==> src/rtl/hack_cpu_pkg.sv <==
// Shared constants for the Hack CPU core: instruction field positions, jump masks
// and the ALU control bundle decoded from the comp field.
package hack_cpu_pkg;

  localparam int DATA_WIDTH = 16;
  localparam logic [14:0] SW_ADDR_DEFAULT = 15'h6000;

  localparam int BIT_CINSTR = 15;
  localparam int BIT_AMSEL  = 12;
  localparam int COMP_LSB   = 6;
  localparam int DEST_A     = 5;
  localparam int DEST_D     = 4;
  localparam int DEST_M     = 3;

  localparam logic [2:0] JMP_LT = 3'b100;
  localparam logic [2:0] JMP_EQ = 3'b010;
  localparam logic [2:0] JMP_GT = 3'b001;

  typedef struct packed {
    logic zx;
    logic nx;
    logic zy;
    logic ny;
    logic f;
    logic no;
  } alu_ctrl_t;

  function automatic alu_ctrl_t comp_field(input logic [DATA_WIDTH-1:0] w);
    return alu_ctrl_t'(w[COMP_LSB+5:COMP_LSB]);
  endfunction

endpackage

==> src/rtl/hack_alu.sv <==
// Combinational Hack ALU: operand zero/invert, add or AND, optional result invert,
// plus zero and negative flags.
module hack_alu
  import hack_cpu_pkg::*;
(
  input  logic [DATA_WIDTH-1:0] x_i,
  input  logic [DATA_WIDTH-1:0] y_i,
  input  alu_ctrl_t             ctrl_i,
  output logic [DATA_WIDTH-1:0] result_o,
  output logic                  zr_o,
  output logic                  ng_o
);

  logic [DATA_WIDTH-1:0] x_z, x_n, y_z, y_n, core;

  always_comb begin
    x_z  = ctrl_i.zx ? '0 : x_i;
    x_n  = ctrl_i.nx ? ~x_z : x_z;
    y_z  = ctrl_i.zy ? '0 : y_i;
    y_n  = ctrl_i.ny ? ~y_z : y_z;
    core = ctrl_i.f ? (x_n + y_n) : (x_n & y_n);
    result_o = ctrl_i.no ? ~core : core;
    zr_o     = (result_o == '0);
    ng_o     = result_o[DATA_WIDTH-1];
  end

endmodule

==> src/rtl/hack_cpu.sv <==
// Hack-compatible accumulator CPU with a fetch/execute pipeline. The instruction on
// `inst` is the one fetched at E; a stall freezes all state and refetches E.
module hack_cpu
  import hack_cpu_pkg::*;
#(
  parameter int          PC_WIDTH    = 10,
  parameter int          INSTR_WIDTH = 32,
  parameter logic [14:0] SW_ADDR     = SW_ADDR_DEFAULT
) (
  input  logic                   clk,
  input  logic                   reset,
  input  logic [3:0]             SW,
  input  logic [INSTR_WIDTH-1:0] inst,
  output logic [PC_WIDTH-1:0]    inst_addr,
  input  logic [DATA_WIDTH-1:0]  in_m,
  output logic [DATA_WIDTH-1:0]  out_m,
  output logic                   write_m,
  output logic                   read_m,
  input  logic                   stall,
  output logic [14:0]            data_addr
);

  logic [DATA_WIDTH-1:0] a_q, a_d, d_q, d_d;
  logic [PC_WIDTH-1:0]   f_q, f_d, e_q, e_d;
  logic                  v_q, v_d;

  logic [DATA_WIDTH-1:0] instr, m_val, y_val, alu_res;
  logic                  is_c, exec_c, sw_hit, alu_zr, alu_ng, jump_take;
  logic                  unused_inst_hi;

  assign instr          = inst[DATA_WIDTH-1:0];
  assign unused_inst_hi = ^inst[INSTR_WIDTH-1:DATA_WIDTH];
  assign is_c           = instr[BIT_CINSTR];
  assign exec_c         = v_q & is_c;
  assign sw_hit         = (a_q[14:0] == SW_ADDR);
  assign m_val          = sw_hit ? {12'b0, SW} : in_m;
  assign y_val          = instr[BIT_AMSEL] ? m_val : a_q;

  hack_alu u_alu (
    .x_i      (d_q),
    .y_i      (y_val),
    .ctrl_i   (comp_field(instr)),
    .result_o (alu_res),
    .zr_o     (alu_zr),
    .ng_o     (alu_ng)
  );

  assign jump_take = exec_c & (((instr[2:0] & JMP_LT) != '0 && alu_ng) ||
                               ((instr[2:0] & JMP_EQ) != '0 && alu_zr) ||
                               ((instr[2:0] & JMP_GT) != '0 && !alu_ng && !alu_zr));

  // All writes and the jump target see the A value from before this instruction.
  always_comb begin
    a_d = a_q;
    d_d = d_q;
    f_d = f_q;
    e_d = e_q;
    v_d = v_q;
    if (!stall) begin
      e_d = f_q;
      if (jump_take) begin
        f_d = a_q[PC_WIDTH-1:0];
        v_d = 1'b0;
      end else begin
        f_d = f_q + 1'b1;
        v_d = 1'b1;
      end
      if (v_q) begin
        if (!is_c) begin
          a_d = {1'b0, instr[14:0]};
        end else begin
          if (instr[DEST_A]) a_d = alu_res;
          if (instr[DEST_D]) d_d = alu_res;
        end
      end
    end
  end

  always_ff @(posedge clk) begin
    if (reset) begin
      a_q <= '0;
      d_q <= '0;
      f_q <= '0;
      e_q <= '0;
      v_q <= 1'b0;
    end else begin
      a_q <= a_d;
      d_q <= d_d;
      f_q <= f_d;
      e_q <= e_d;
      v_q <= v_d;
    end
  end

  assign inst_addr = reset ? '0 : (stall ? e_q : f_q);
  assign data_addr = reset ? '0 : a_q[14:0];
  assign out_m     = alu_res;
  assign write_m   = ~reset & exec_c & instr[DEST_M];
  assign read_m    = ~reset & exec_c & instr[BIT_AMSEL] & ~sw_hit;

endmodule

==> config.mk <==
export PLATFORM = sky130hd
export DESIGN_NAME = hack_cpu
export DESIGN_NICKNAME = d
export VERILOG_FILES = /design/src/rtl/hack_cpu_pkg.sv /design/src/rtl/hack_alu.sv /design/src/rtl/hack_cpu.sv
export SDC_FILE = /design/constraint.sdc
export NUM_CORES = 1
export LEC_CHECK = 0
export CAP_MARGIN = 40
export CORE_ASPECT_RATIO = 0.5
export CORE_MARGIN = 5
export CORE_UTILIZATION = 30
export DETAILED_ROUTE_END_ITERATION = 6
export GPL_TIMING_DRIVEN = 0
export SETUP_SLACK_MARGIN = 0.05
export SKIP_CTS_REPAIR_TIMING = 1
export SYNTH_ARGS = -nofsm -noshare
export SYNTH_HDL_FRONTEND = slang
export SYNTH_SLANG_ARGS = --single-unit
export TNS_END_PERCENT = 30
==> constraint.sdc <==
create_clock -name clk -period 7.26 [get_ports clk]
set_input_delay 1.452 -clock clk [delete_from_list [all_inputs] [get_ports clk]]
set_output_delay 1.452 -clock clk [all_outputs]
set_load 0.02 [all_outputs]
==> results of run 1 <==
[kinds of logic (layout without fill, tap and decap cells)]
family	count (synthesis)	count (layout)	synth area share [%]
buffers and inverters	54	139	4.744
multiplexers	34	34	7.706
adder cells (fa/ha/maj)	18	18	4.875
XOR/XNOR	47	47	8.624
flip-flops	53	53	22.23
AO/OA/AOI/OAI	148	148	21.23
AND/OR/NAND/NOR	271	271	30.59
[worst min-delay path, delay by kind of cell (launching register included)]
kind	cells	cell delay [ps]
flops	1	310
simple gates	1	50
compound gates	1	50
[metrics by stage]
step / setup TNS, ps / util, % / setup slack, ps / total power [mW] / cells
final: 0 / 38.79 / 173.3 / 1.044 / 914
after detailed placement: -126.1 / 37.40 / -78.34 / 0.7589 / 906
after global routing: -35.97 / 38.79 / -35.97 / 1.095 / 914
after global placement: -117.5 / 37.36 / -91.39 / 0.7553 / 905
after CTS: -182.1 / 38.48 / -119.7 / 1.035 / 914
after floorplan: 0 / - / 1529 / 0.6003 / 625
[registers in the layout, summed over array words and instances, names as in the netlist]
name / count
v_q: 1
a_q: 16
d_q: 16
f_q: 10
e_q: 10
[placed cells by master (no fill, tap or decap), types with 7 or more instances in the layout]
cell type / n
a211oi_1: 25
a21oi_1: 55
a31oi_1: 7
and3_1: 11
buf_2: 8
clkbuf_1: 25
clkdlybuf4s50_1: 74
dfxtp_1: 53
ha_1: 17
inv_1: 10
mux2i_1: 27
nand2_1: 60
nand2b_1: 34
nand3_1: 28
nand3b_1: 10
nand4_1: 7
nor2_1: 49
nor2b_1: 18
nor3_1: 15
o21ai_0: 13
or3_1: 12
xnor2_1: 27
xor2_1: 18
[routing by layer]
layer	GRT usage, %	routed length [um]	vias up
li1	-	-	2419
met1	22.58	7419	2397
met2	28.35	7838	154
met3	2.630	880	14
met4	2.574	169	0
met5	0	0	-
[worst max-delay path by stage]
stage | slack (ps) | cells after the start | start | endpoint
after CTS | -120 | 14 | inst[12] | out_m[15]
after global routing | -40 | 14 | inst[12] | out_m[15]
final | 170 | 14 | inst[12] | out_m[15]
after detailed placement | -80 | 14 | inst[12] | out_m[15]
after floorplan | 1530 | 11 | inst[10] | out_m[15]
after global placement | -90 | 14 | inst[12] | out_m[15]
[cell type report]
cell class                 instances  area share [%]
clock inverter                     2          0.6453
multi-input combinational        518           58.66
clock buffer                       6           2.144
timing repair buffer              77           12.82
inverter                          11          0.6869
buffer                            43           3.143
sequential                        53           17.65
tap                              204           4.246
[report_power, final]
group	total (mW)	switching (mW)	internal (mW)
Clock	0.276	0.112	0.164
Combinational	0.456	0.273	0.182
Sequential	0.312	0.0111	0.301
[Yosys cell counts, types with 18 or more instances]
| library cell | number | area (um2) |
|---|---|---|
| a21oi_1 | 56 | 280.3 |
| nor2_1 | 49 | 183.9 |
| mux2i_1 | 27 | 270.3 |
| xor2_1 | 19 | 166.4 |
| nand2_1 | 60 | 225.2 |
| nor2b_1 | 18 | 112.6 |
| nand3_1 | 28 | 140.1 |
| clkbuf_1 | 27 | 101.4 |
| a211oi_1 | 26 | 195.2 |
| dfxtp_1 | 53 | 1061 |
| nand2b_1 | 34 | 212.7 |
| xnor2_1 | 28 | 245.2 |
==> impl_metrics.tcl, run 1 <==
set metrics [dict create \
    run_status "completed" \
    max-cap-violations 0 \
    detailed_place_hpwl_um 12720 \
    number_of_global_route_vias_before_repair 4546 \
    worstHoldEndpoint "d_q[6]" \
    core-area_um2 15490 \
    grt_max_degree 17 \
    area.sequential_um2 1061 \
    instance_count_of_the_mapped_netlist 625 \
    period_minus_slack_ps 7087 \
    cp_top_family "buffers and inverters" \
    cp_cell_sequence "clkdlybuf4s50_1 -> clkbuf_2 -> nand3_1 -> a21oi_1 -> xor2_2 -> ha_1 -> a21oi_1 -> o21ai_1 -> a221oi_2 -> mux2_2 -> nand2_1 -> xnor2_2 -> buf_4 -> clkdlybuf4s50_1" \
    critical_path.endpoint_type "primary output" \
    count_of_flip_flops_with_a_built_in_enable_after_synthesis 0 \
    syn_area_per_cell_um2 7.637 \
    crit_path_max_incr_delay_ps 590 \
    start_kind "input pin" \
    drc_errors_left 0 \
    final_max_slew_viol_count 0 \
    syn_area_um2 4773 \
    worstPathMaxFanout 10 \
    setup_violations 0 \
    min_period_over_period_pct 97.61 \
    layout.cell_area.non_filler_um2 6011 \
    die_height_um 99.20 \
    cts_max_level 2 \
    total_count_of_hold_check_failures_in_the_final_report 0 \
    detailedRoute.firstIterationViolations 442 \
    port-buffer-count 76 \
    first_pass_iters 5 \
    fmaxAchievable_ghz 0.1411 \
    critical_path_required_ps 5810 \
    io_pins 98 \
    initial_standard_cell_utilization_of_the_core_pct 30.81 \
    min-delay-path-class "reg -> reg" \
    worst_hold_startpoint "d_q[6]" \
    syn_nets 698 \
    final.setup_skew_ps 6.426 \
    terminus_of_the_critical_flop_to_flop_path "f_q[7]" \
    route.final.wire_length_um 16310 \
    synth_cell_types 73 \
    grt-ovfl-total 0 \
    finish.net_count 782 \
    areaGrowthSynthToFinish_pct 25.92 \
    leakage_nw 2.191 \
    synth-seq-cells 53 \
    cp.arrival_ps 5630 \
    postSynth.asyncResetShare_pct 0 \
    yosys_warnings 0 \
    num_rows 32 \
    viasPerCell 5.453 \
    cts_made_buffers 5 \
    grt_setup_unrepaired "true" \
    numClockSinks 53 \
    timing.reg2reg.setup_slack_ps 1730 \
    fillCellCount 1596 \
    antenna_found_initial 0 \
    root_buffer "clkbuf_16" \
    yosysSeqAreaShare_pct 22.23 \
    worst-r2r-cell-count 18 \
    vias 4984 \
    hold-path-cell-count 2 \
    worst-path-buf-inv 4 \
    worst_ir_drop_vdd_mv 0.1264 \
    drive_gt1_share_pct 7.465 \
    clockBufferDepth 2 \
    gp_congestion 0.8749 \
    routed_wire_length_per_instance_um 17.84 \
    clock_slew_at_reported_path_ffs_ps 70 \
    antenna-diode-count 0 \
    setup.worst_path.class "in -> out" \
    tightest_slew_ps 760.0 \
    drt.antenna.violating_nets 0 \
    worst_slew_margin_rel_pct 48.97 \
    overall_die_area_um2 18690 \
    area_after_detailed_placement_um2 5794 \
    hold_slack_ps 456.4 \
    clkLatencyLatePin_ps 300 \
    postSynth.topFlopCell "dfxtp_1" \
    power-per-cell-area_nw_per_um2 173.6 \
    grt_first_pass_wirelength_um 25300 \
    grtUsageTotal_pct 16.55 \
    clock_tree_from_tritoncts "built" \
    dieWidth_um 188.4 \
    critPathSlowestCell "clkdlybuf4s50_1" \
    worstReg2RegStart "a_q[1]" \
    multi_input_area_um2 3526 \
]
No activity file was read; power rests on OpenSTA's default activity.
==> run 2: changes to the inputs <==
- CAP_MARGIN: 40 -> 20
==> impl_metrics.tcl, run 2 (synthesis results as in run 1) <==
set metrics [dict create \
    run_status "completed" \
    number_of_global_route_vias_before_repair 4542 \
    dieWidth_um 188.4 \
    areaGrowthSynthToFinish_pct 25.35 \
    num_rows 32 \
    grt_setup_unrepaired "true" \
    mostFrequentLayoutCell "clkdlybuf4s50_1" \
    cts_made_buffers 5 \
    cell_internal_pwr_uw 645.6 \
    critical_path_required_ps 5810 \
    cts_max_level 2 \
    detailedRoute.firstIterationViolations 369 \
    crit_path_max_incr_delay_ps 590 \
    core-area_um2 15490 \
    top_regs "a_q: 16 flops, d_q: 16 flops" \
    worst_ir_drop_vdd_mv 0.08469 \
    cp.arrival_ps 5740 \
    clock_slew_at_reported_path_ffs_ps 70 \
    power-per-cell-area_nw_per_um2 173.9 \
    totalNegativeSetupSlack_ps 0 \
    grt_max_degree 17 \
    io_pins 98 \
    min-delay-path-class "reg -> reg" \
    period_minus_slack_ps 7194 \
    report.power.total_mw 1.041 \
    grt-ovfl-total 0 \
    port-buffer-count 76 \
    overall_die_area_um2 18690 \
    setup.worst_path.class "in -> out" \
    final_max_slew_viol_count 0 \
    cp_cell_sequence "clkdlybuf4s50_1 -> clkbuf_2 -> nand3_1 -> a21oi_1 -> xor2_1 -> ha_1 -> a21oi_1 -> o21ai_1 -> a221oi_2 -> mux2_2 -> nand2_1 -> xnor2_2 -> buf_4 -> clkdlybuf4s50_1" \
    drc_errors_left 0 \
    gp_congestion 0.8749 \
    power_frac_comb_pct 43.3 \
    clkLatencyLatePin_ps 300 \
    routed_wire_length_per_instance_um 17.65 \
    worst-path-buf-inv 4 \
    clockBufferDepth 2 \
    max-cap-violations 0 \
    drive_gt1_share_pct 6.911 \
    initial_standard_cell_utilization_of_the_core_pct 30.81 \
    setup_violations 0 \
    cp_top_family "buffers and inverters" \
    power_frac_clock_pct 26.7 \
    fmaxAchievable_ghz 0.1390 \
    fillCellCount 1605 \
    multi_input_area_um2 3507 \
    antenna-diode-count 0 \
    area_after_detailed_placement_um2 5789 \
    worst_slew_margin_rel_pct 36.49 \
    grtUsageTotal_pct 16.43 \
    worstPathMaxFanout 10 \
    drt.antenna.violating_nets 0 \
    viasPerCell 5.456 \
    grt_first_pass_wirelength_um 25010 \
    start_kind "input pin" \
    final.setup_skew_ps 5.708 \
    area.sequential_um2 1061 \
    first_pass_iters 5 \
    clock_tree_from_tritoncts "built" \
    die_height_um 99.20 \
    p_sw_share_pct 37.96 \
    vias 4981 \
    netSwitchingPower_uw 395.0 \
    detailed_place_hpwl_um 12720 \
    layout.cell_area.non_filler_um2 5983 \
    leakage_nw 2.169 \
    numClockSinks 53 \
    min_period_over_period_pct 99.09 \
    critical_path.endpoint_type "primary output" \
    p_seq_share_pct 30.0 \
    total_count_of_hold_check_failures_in_the_final_report 0 \
    finish.net_count 781 \
    route.final.wire_length_um 16120 \
    critPathSlowestCell "clkdlybuf4s50_1" \
    tightest_slew_ps 950.5 \
    root_buffer "clkbuf_16" \
    most-common-layout-cells "clkdlybuf4s50_1 (75), nand2_1 (60), a21oi_1 (56)" \
    antenna_found_initial 0 \
]
==> run 2: cell types whose count changed in the layout (fill, tap and decap cells not counted) <==
cell             delta
dlymetal6s2s_1      -1
xor2_1              +1
a211oi_4            -1
a211oi_2            +1
clkbuf_1            +1
clkdlybuf4s50_1     +1
a21oi_1             +1
a21oi_2             -1
buf_2               -1
clkbuf_2            -1
xor2_2              -1
==> run 2: layer usage <==
| layer | vias up | part of all wire, % | global-route usage [%] |
|---|---|---|---|
| li1 | 2417 | - | - |
| met1 | 2381 | 45 | 22.41 |
| met2 | 163 | 47 | 27.63 |
| met3 | 20 | 5.6 | 2.489 |
| met4 | 0 | 1.9 | 3.805 |
| met5 | - | 0 | 0 |
==> run 2: path summary, 6_finish.rpt <==
| kind | from | endpoint | slack (ps) | depth (start not counted) |
|---|---|---|---|---|
| worst min register to register | d_q[6] | d_q[6] | 460 | 2 |
| worst min-delay path | d_q[6] | d_q[6] | 460 | 2 |
| worst max register to register | a_q[1] | f_q[7] | 1770 | 18 |
| worst max-delay path | inst[12] | out_m[15] | 70 | 14 |
==> run 2: power groups by stage <==
stage | Clock [mW] | Combinational (mW) | Sequential [mW]
2_1_floorplan | 0 | 0.286 | 0.314
3_3_place_gp | 0 | 0.437 | 0.318
3_5_place_dp | 0 | 0.439 | 0.318
4_1_cts | 0.281 | 0.441 | 0.312
5_1_grt | 0.292 | 0.484 | 0.314
6_report | 0.278 | 0.451 | 0.312
==> run 2: area by class of cell <==
type	count	area share (%)
multi-input combinational	518	58.62
clock buffer	6	2.154
buffer	43	3.137
clock inverter	2	0.6483
sequential	53	17.73
inverter	11	0.6901
timing repair buffer	76	12.76
tap	204	4.266
==> run 2: through the flow <==
| step | instances | hold slack [ps] | worst slack, ps | utilization [%] |
|---|---|---|---|---|
| after floorplan | 625 | 432.4 | 1529 | - |
| after global placement | 905 | 444.3 | -91.39 | 37.36 |
| after detailed placement | 905 | 447.0 | -95.36 | 37.36 |
| after CTS | 913 | 456.3 | -117.3 | 38.44 |
| after global routing | 913 | 472.8 | -133.0 | 38.61 |
| final | 913 | 456.0 | 65.81 | 38.61 |
==> run 2: worst min-delay path, cell delays in order, from the launching register on <==
cell	delay (ps)
dfxtp_1	310
nand2_1	50
a21oi_1	50
==> run 3: changes to the inputs <==
- MAX_ROUTING_LAYER: not set -> met4
==> impl_metrics.tcl, run 3 (synthesis results as in run 1) <==
set metrics [dict create \
    run_status "completed" \
    critPathSlowestCell "clkdlybuf4s50_1" \
    gp_congestion 0.8893 \
    grt_first_pass_wirelength_um 25050 \
    critical_path_required_ps 5810 \
    start_kind "input pin" \
    final.setup_skew_ps 6.279 \
    cp.arrival_ps 5720 \
    worstReg2RegStart "a_q[1]" \
    most-common-layout-cells "clkdlybuf4s50_1 (75), nand2_1 (60), a21oi_1 (56)" \
    clock_slew_at_reported_path_ffs_ps 70 \
    worst_ir_drop_vdd_mv 0.08439 \
    timing.reg2reg.setup_slack_ps 1760 \
    final_max_slew_viol_count 0 \
    worstSetupPathDepth 14 \
    crit_path_max_incr_delay_ps 590 \
    wl_met3_um 893 \
    viasPerCell 5.414 \
    overall_die_area_um2 18690 \
    cts_max_level 2 \
    drc_errors_left 0 \
    hold-path-cell-count 2 \
    grt-ovfl-total 0 \
    initial_standard_cell_utilization_of_the_core_pct 30.81 \
    grt_max_degree 17 \
    cp_top_family "buffers and inverters" \
    max-cap-violations 0 \
    clock_tree_from_tritoncts "built" \
    vias 4943 \
    clockBufferDepth 2 \
    core-area_um2 15490 \
    drive_gt1_share_pct 6.911 \
    grtUsageTotal_pct 16.98 \
    finish.net_count 781 \
    antenna-diode-count 0 \
    terminus_of_the_critical_flop_to_flop_path "f_q[7]" \
    grt_setup_unrepaired "true" \
    hold_slack_ps 454.6 \
    port-buffer-count 76 \
    area_after_detailed_placement_um2 5789 \
    leakage_nw 2.169 \
    num_rows 32 \
    tightest_slew_ps 917.9 \
    min_period_over_period_pct 98.72 \
    fillCellCount 1605 \
    worstPathMaxFanout 10 \
    layout.cell_area.non_filler_um2 5983 \
    areaGrowthSynthToFinish_pct 25.35 \
    io_pins 98 \
    numClockSinks 53 \
    routed_wire_length_per_instance_um 17.62 \
    total_count_of_hold_check_failures_in_the_final_report 0 \
    dieWidth_um 188.4 \
    first_pass_iters 5 \
    worst-path-buf-inv 4 \
    route.layer.met1.wl_um 7277 \
    worst-r2r-cell-count 18 \
    length_of_routed_met2_wiring_um 7648 \
    clkLatencyLatePin_ps 300 \
    setup_violations 0 \
    die_height_um 99.20 \
    mostFrequentLayoutCell "clkdlybuf4s50_1" \
    power-per-cell-area_nw_per_um2 173.7 \
    number_of_global_route_vias_before_repair 4539 \
    fmaxAchievable_ghz 0.1395 \
    top_layer "met4" \
    period_minus_slack_ps 7167 \
    critical_path_destination "out_m[15]" \
    min-delay-path-class "reg -> reg" \
    critical_path.endpoint_type "primary output" \
    setup.worst_path.class "in -> out" \
    top_regs "a_q: 16 flops, d_q: 16 flops" \
    detailedRoute.firstIterationViolations 384 \
    route.final.wire_length_um 16090 \
    detailed_place_hpwl_um 12720 \
    area.sequential_um2 1061 \
    cp_cell_sequence "clkdlybuf4s50_1 -> clkbuf_2 -> nand3_1 -> a21oi_1 -> xor2_1 -> ha_1 -> a21oi_1 -> o21ai_1 -> a221oi_2 -> mux2_2 -> nand2_1 -> xnor2_2 -> buf_4 -> clkdlybuf4s50_1" \
    antenna_found_initial 0 \
    worst_slew_margin_rel_pct 38.67 \
    cts_made_buffers 5 \
    root_buffer "clkbuf_16" \
    cp-startpoint "inst[12]" \
    multi_input_area_um2 3507 \
    drt.antenna.violating_nets 0 \
]
[run 3: cell counts in the layout (fill, tap and decap cells not counted)]
Identical to the previous run, type by type.
[run 3: area by class of cell]
cell class / instances / share of cell area (%)
Multi-Input combinational cell: 518 / 58.62
Clock buffer: 6 / 2.154
Clock inverter: 2 / 0.6483
Timing Repair Buffer: 76 / 12.76
Tap cell: 204 / 4.266
Buffer: 43 / 3.137
Inverter: 11 / 0.6901
Sequential cell: 53 / 17.73
[run 3: per-layer routing]
metal | vias to the layer above | global-route usage [%]
met3 | 18 | 2.525
met2 | 150 | 27.49
met1 | 2356 | 22.64
li1 | 2419 | -
met4 | 0 | 3.805
met5 | - | -
[run 3: worst min-delay path by stage]
stage	start	end
floorplan	a_q[15]	a_q[15]
finish	d_q[6]	d_q[6]
detailed placement	d_q[4]	d_q[4]
global placement	d_q[15]	d_q[15]
CTS	d_q[4]	d_q[4]
global route	d_q[4]	d_q[4]
[run 3: power by group]
group          internal (mW)  switching (mW)  leakage (nW)
Sequential             0.301          0.0111         0.430
Combinational          0.181           0.269          1.66
Clock                  0.164           0.114        0.0810
[run 3: per-stage QoR]
| stage | setup TNS (ps) | power [mW] | util, % | std cells | worst slack (ps) |
|---|---|---|---|---|---|
| 2_1_floorplan | 0 | 0.6003 | - | 625 | 1529 |
| 5_1_grt | -286.8 | 1.092 | 38.61 | 913 | -133.0 |
| 4_1_cts | -158.2 | 1.034 | 38.44 | 913 | -117.3 |
| 3_3_place_gp | -117.5 | 0.7553 | 37.36 | 905 | -91.39 |
| 6_report | 0 | 1.039 | 38.61 | 913 | 92.77 |
| 3_5_place_dp | -134.4 | 0.7575 | 37.36 | 905 | -95.36 |
[run 3: worst register-to-register path, delay by kind of cell, from the launching register on]
family / cells / cell delay [ps]
xor gates and xnor gates: 1 / 310
adders and majority gates: 1 / 290
DFF: 1 / 370
AOI/OAI and AO/OA: 6 / 1300
muxes: 1 / 320
buffers and inverters: 2 / 540
and+or+nand+nor: 7 / 2260
